## config.mk

```make
export PLATFORM = sky130hd
export DESIGN_NAME = swi_debouncer
export DESIGN_NICKNAME = d
export VERILOG_FILES = /design/src/rtl/debounce_pkg.sv /design/src/rtl/debounce_bit.sv /design/src/rtl/swi_debouncer.sv
export SDC_FILE = /design/constraint.sdc
export NUM_CORES = 1
export LEC_CHECK = 0
export ABC_AREA = 1
export CORE_MARGIN = 2
export CORE_UTILIZATION = 30
export DETAILED_ROUTE_END_ITERATION = 8
export GPL_TIMING_DRIVEN = 0
export SYNTH_ARGS = -nofsm -noshare
export SYNTH_HDL_FRONTEND = slang
export SYNTH_HIERARCHICAL = 1
export SYNTH_SLANG_ARGS = --single-unit
```

## constraint.sdc

```tcl
create_clock -name clk_2 -period 1.5 [get_ports clk_2]
set_clock_uncertainty 0.1 [all_clocks]
set_input_delay 0.225 -clock clk_2 [delete_from_list [all_inputs] [get_ports clk_2]]
set_output_delay 0.225 -clock clk_2 [all_outputs]
set_load 0.01 [all_outputs]
```

## src/rtl/debounce_pkg.sv

```systemverilog
// Shared constants and helpers for the switch debouncer.
package debounce_pkg;

  localparam int unsigned NBITS_SWI = 8;
  localparam int unsigned DEBOUNCE_CYCLES_DEF = 4;

  // Counter width for a stability count of n samples, never below one bit.
  function automatic int unsigned cnt_width(input int unsigned n);
    return (n <= 1) ? 1 : $clog2(n);
  endfunction

endpackage

```

## src/rtl/debounce_bit.sv

```systemverilog
// One switch bit: two-flop synchroniser, stability counter, stable flop and
// optional rise/fall pulse flops (built only when SWI_DEBOUNCER_EDGE_EN is defined).
module debounce_bit
  import debounce_pkg::*;
#(
  parameter int unsigned DEBOUNCE_CYCLES = DEBOUNCE_CYCLES_DEF
) (
  input  logic clk_2,
  input  logic reset,
  input  logic din,
  output logic dout,
  output logic rise,
  output logic fall,
  output logic pending
);

  localparam int unsigned CntW = cnt_width(DEBOUNCE_CYCLES);
  localparam logic [CntW-1:0] CntMax = CntW'(DEBOUNCE_CYCLES - 1);

  logic            s1_q, s2_q;
  logic            stable_q, stable_d;
  logic [CntW-1:0] cnt_q, cnt_d;
  logic            commit;

  // Next-state: count consecutive samples that disagree with the stable level.
  always_comb begin
    cnt_d    = cnt_q;
    stable_d = stable_q;
    commit   = 1'b0;
    if (s2_q == stable_q) begin
      cnt_d = '0;
    end else if (cnt_q == CntMax) begin
      commit   = 1'b1;
      stable_d = s2_q;
      cnt_d    = '0;
    end else begin
      cnt_d = cnt_q + CntW'(1);
    end
  end

  // Synchroniser, counter and stable level registers.
  always_ff @(posedge clk_2) begin
    if (reset) begin
      s1_q     <= 1'b0;
      s2_q     <= 1'b0;
      cnt_q    <= '0;
      stable_q <= 1'b0;
    end else begin
      s1_q     <= din;
      s2_q     <= s1_q;
      cnt_q    <= cnt_d;
      stable_q <= stable_d;
    end
  end

`ifdef SWI_DEBOUNCER_EDGE_EN
  logic rise_q, fall_q;

  // Edge pulses land on the same edge the stable level changes.
  always_ff @(posedge clk_2) begin
    if (reset) begin
      rise_q <= 1'b0;
      fall_q <= 1'b0;
    end else begin
      rise_q <= commit & s2_q;
      fall_q <= commit & ~s2_q;
    end
  end

  assign rise = rise_q;
  assign fall = fall_q;
`else
  logic unused_commit;
  assign unused_commit = commit;
  assign rise = 1'b0;
  assign fall = 1'b0;
`endif

  assign dout    = stable_q;
  assign pending = (cnt_q != '0);

endmodule

```

## src/rtl/swi_debouncer.sv

```systemverilog
// Debounces the board slide switches bit by bit.
// Define SWI_DEBOUNCER_EDGE_EN to build the SWI_RISE/SWI_FALL pulse registers;
// otherwise both are tied low.
module swi_debouncer
  import debounce_pkg::*;
#(
  parameter int unsigned NBITS           = NBITS_SWI,
  parameter int unsigned DEBOUNCE_CYCLES = DEBOUNCE_CYCLES_DEF
) (
  input  logic             clk_2,
  input  logic             reset,
  input  logic [NBITS-1:0] SWI,
  output logic [NBITS-1:0] SWI_STABLE,
  output logic [NBITS-1:0] SWI_RISE,
  output logic [NBITS-1:0] SWI_FALL,
  output logic             busy
);

  logic [NBITS-1:0] pending;

  for (genvar i = 0; i < NBITS; i++) begin : g_bit
    debounce_bit #(
      .DEBOUNCE_CYCLES(DEBOUNCE_CYCLES)
    ) u_bit (
      .clk_2  (clk_2),
      .reset  (reset),
      .din    (SWI[i]),
      .dout   (SWI_STABLE[i]),
      .rise   (SWI_RISE[i]),
      .fall   (SWI_FALL[i]),
      .pending(pending[i])
    );
  end

  assign busy = |pending;

endmodule

```

==> impl_metrics.csv <==
group,metric,value,unit
placement,dp_hpwl,1.86,mm
routing,remaining_drc_errors,0,
setup_path,timing.rr.end,"g_bit[2].u_bit/cnt_q[0]",
global_routing,grt_usage,7.74,%
floorplanning,die_area,6940,um2
clock_tree,tritoncts,"done",
floorplanning,fp.dieH,83.3,um
routing,wl_per_cell,6.94,um
worst_hold_path,hp-start,"g_bit[4].u_bit/s1_q",
global_routing,grt_max_degree,33,
setup_path,cp_data_arrival_time,1.19,ns
setup_path,crit_path_top_delay_cell,"dfxtp_2",
power,cellPowerDensity,811,nW/um2
sta,hold_viol,0,
global_routing,grt_pass1_wl,4.40,mm
sta,finalCriticalPeriod,1.52,ns
flow_run,cap_viol_max_count,0,
setup_path,startpoint_type,"flop",
routing,detail-route-antenna-nets,0,
clock_tree,cts.clk_slew.worst_paths,0.07,ns
sta,drv_slew,0,
status,outcome,"finished with violations",
clock_tree,cts_buffers,5,
routing,vias,1362,
clock_tree,root_buffer,"clkbuf_8",
logic_synthesis,ys_seq_area_share,42.4,%
setup_path,worst-setup-path-type,"flop to output pin",
setup_path,path_cells,"inv_2 -> ha_4 -> inv_2 -> inv_2 -> nand2_2 -> nor2_2 -> nand2_1 -> buf_2",
routing,viasPerCell,3.66,
layout,syn2layout_area_growth,29.9,%
logic_synthesis,ys_ff_latch,40,
clock_tree,ctsHoldBuffers,0,
layout,drive_gt1_share,34.3,%
setup_path,crit_top_cell,"inv_2",
status,violations,"negative setup slack",
setup_path,endpoint_kind,"output pin",
sta,min_period_over_period,101,%
sta,worst-slew-pin-transition,0.738,ns
floorplanning,die_x,83.3,um
clock_tree,clock_sinks,40,
logic_synthesis,yosysWarnings,6,
layout,postLayoutCellArea,2450,um2
routing,dr.pass1.iters,4,
layout,fin_cells,372,
sta,fin_ws,-0.0161,ns
global_routing,grt_pass1_vias,1148,
setup_path,cp-startpoint,"g_bit[1].u_bit/cnt_q[1]",
routing,wirelength,2.58,mm
power,power,1990,uW
setup_path,crit_fanout,2,
clock_tree,htree_levels,2,
layout,final_nets,322,
sta,finalSetupViolations,1,
logic_synthesis,synth_cell_types,10,
clock_tree,clockBufferDepth,2,
placement,place.gp.congestion,0.637,
setup_path,reg2regPathDepth,5,
setup_path,crit_required,1.17,ns
power,vdd_drop_max,0.000559,V
logic_synthesis,synthCells,255,
placement,dp.cells,356,
global_routing,grt_overflow_total,0,
floorplanning,initial_core_util,31.5,%
worst_hold_path,hold_class,"flop to flop",
placement,portBuffers,18,
sta,finalSetupTns,-0.0161,ns
routing,drt-initial-drc-count,49,
setup_path,cpPeakStageDelay,0.33,ns
setup_path,critPathCapture,"busy",
sta,slew_headroom,50.8,%
floorplanning,fp-row-count,28,
setup_path,r2r_start,"g_bit[2].u_bit/cnt_q[0]",
sta,rsz0062_at_grt,"yes",
floorplanning,coreArea,5990,um2
layout,n_antenna_cell,0,
global_routing,antenna_found_initial,0,
logic_synthesis,syn_area_per_cell,7.40,um2
logic_synthesis,netlist_area,1890,um2
power,p_leak,0.00123,uW
floorplanning,pin_count,35,
sta,max_freq,0.660,GHz
setup_path,r2r_slack,0.34,ns
placement,postPlaceCellArea,2190,um2
clock_tree,clk_latency,0.28,ns
cell usage in the layout, fill, tap and decap left out, types with 8 or more instances in the layout:
cell type | netlist | final
dlygate4sd2_1 | 0 | 8
ha_4 | 0 | 8
nor2_1 | 50 | 48
inv_1 | 80 | 54
conb_1 | 8 | 16
inv_2 | 0 | 26
nand3_2 | 8 | 8
ha_1 | 16 | 8
nor2_2 | 8 | 10
dfxtp_2 | 0 | 16
clkdlybuf4s50_1 | 0 | 8
dfxtp_1 | 40 | 24
nor3_1 | 8 | 8
nand2_1 | 21 | 19
buf_4 | 16 | 24
cells in the mapped netlist:
library cell | count | area [um2]
nor3_1 | 8 | 40.0
ha_1 | 16 | 200
nor2_2 | 8 | 50.1
nand3_2 | 8 | 80.1
inv_1 | 80 | 300
dfxtp_1 | 40 | 801
conb_1 | 8 | 30.0
buf_4 | 16 | 120
nor2_1 | 50 | 188
nand2_1 | 21 | 78.8
per-stage QoR:
stage	util [%]	hold WS [ns]	worst slack (ns)
after floorplan	-	0.196	0.382
after global placement	36.6	0.289	-0.566
after detailed placement	36.6	0.298	-0.600
after CTS	37.9	0.308	-0.246
after global routing	40.9	0.321	-0.109
final	40.9	0.304	-0.0161
critical path: cells and delay by family (launching register included):
family | cells | cell delay [ns]
flops | 1 | 0.33
simple gates | 3 | 0.20
buf+inv | 4 | 0.27
fa+ha+maj | 1 | 0.12
per-layer routing:
layer,GRT usage (%),part of all wire (%),up-vias
met5,0,0,-
li1,-,-,754
met3,3.08,5.1,5
met1,8.43,48,578
met4,3.58,1.6,0
met2,13.1,46,25
area by class of cell:
cell class	instances	area (um2)
fill	633	3540
sequential	40	821
multi-input combinational	127	807
inverter	80	300
timing repair buffer	26	220
buffer	16	120
tap	75	93.8
clock buffer	8	90.1
how the worst min path moves through the flow:
stage                     endpoint  slack (ns)  cells after the start
2_1_floorplan  g_bit[0].u_bit/s1_q        0.20                      1
3_3_place_gp   g_bit[1].u_bit/s2_q        0.29                      2
5_1_grt        g_bit[3].u_bit/s2_q        0.32                      2
6_report       g_bit[4].u_bit/s2_q        0.30                      2
3_5_place_dp   g_bit[1].u_bit/s2_q        0.30                      2
4_1_cts        g_bit[3].u_bit/s2_q        0.31                      2
where the power goes:
part	switching, uW	internal, uW	total [uW]
Clock	335	375	710
Sequential	14.2	1090	1100
Combinational	87.3	87.2	174
registers in the layout (all words and copies together) (netlist names):
register           count
g_bit.u_bit/s1_q       8
g_bit.u_bit/dout       8
g_bit.u_bit/s2_q       8
g_bit.u_bit/cnt_q     16
cell families (layout without fill, tap and decap cells):
kind of cell	Yosys count	count (layout)	synth area share, %
adders and majority gates	16	16	10.6
buffers and inverters	96	130	22.3
DFF	40	40	42.4
other	8	16	1.59
and+or+nand+nor	95	95	23.1
what timing repair did:
item                                    CTS  global route
pin swaps                                 0            14
endpoints found under the setup margin   49            41
gates resized for setup                  10            67
buffers inserted                          0             8
(Power assumes the default switching activity.)
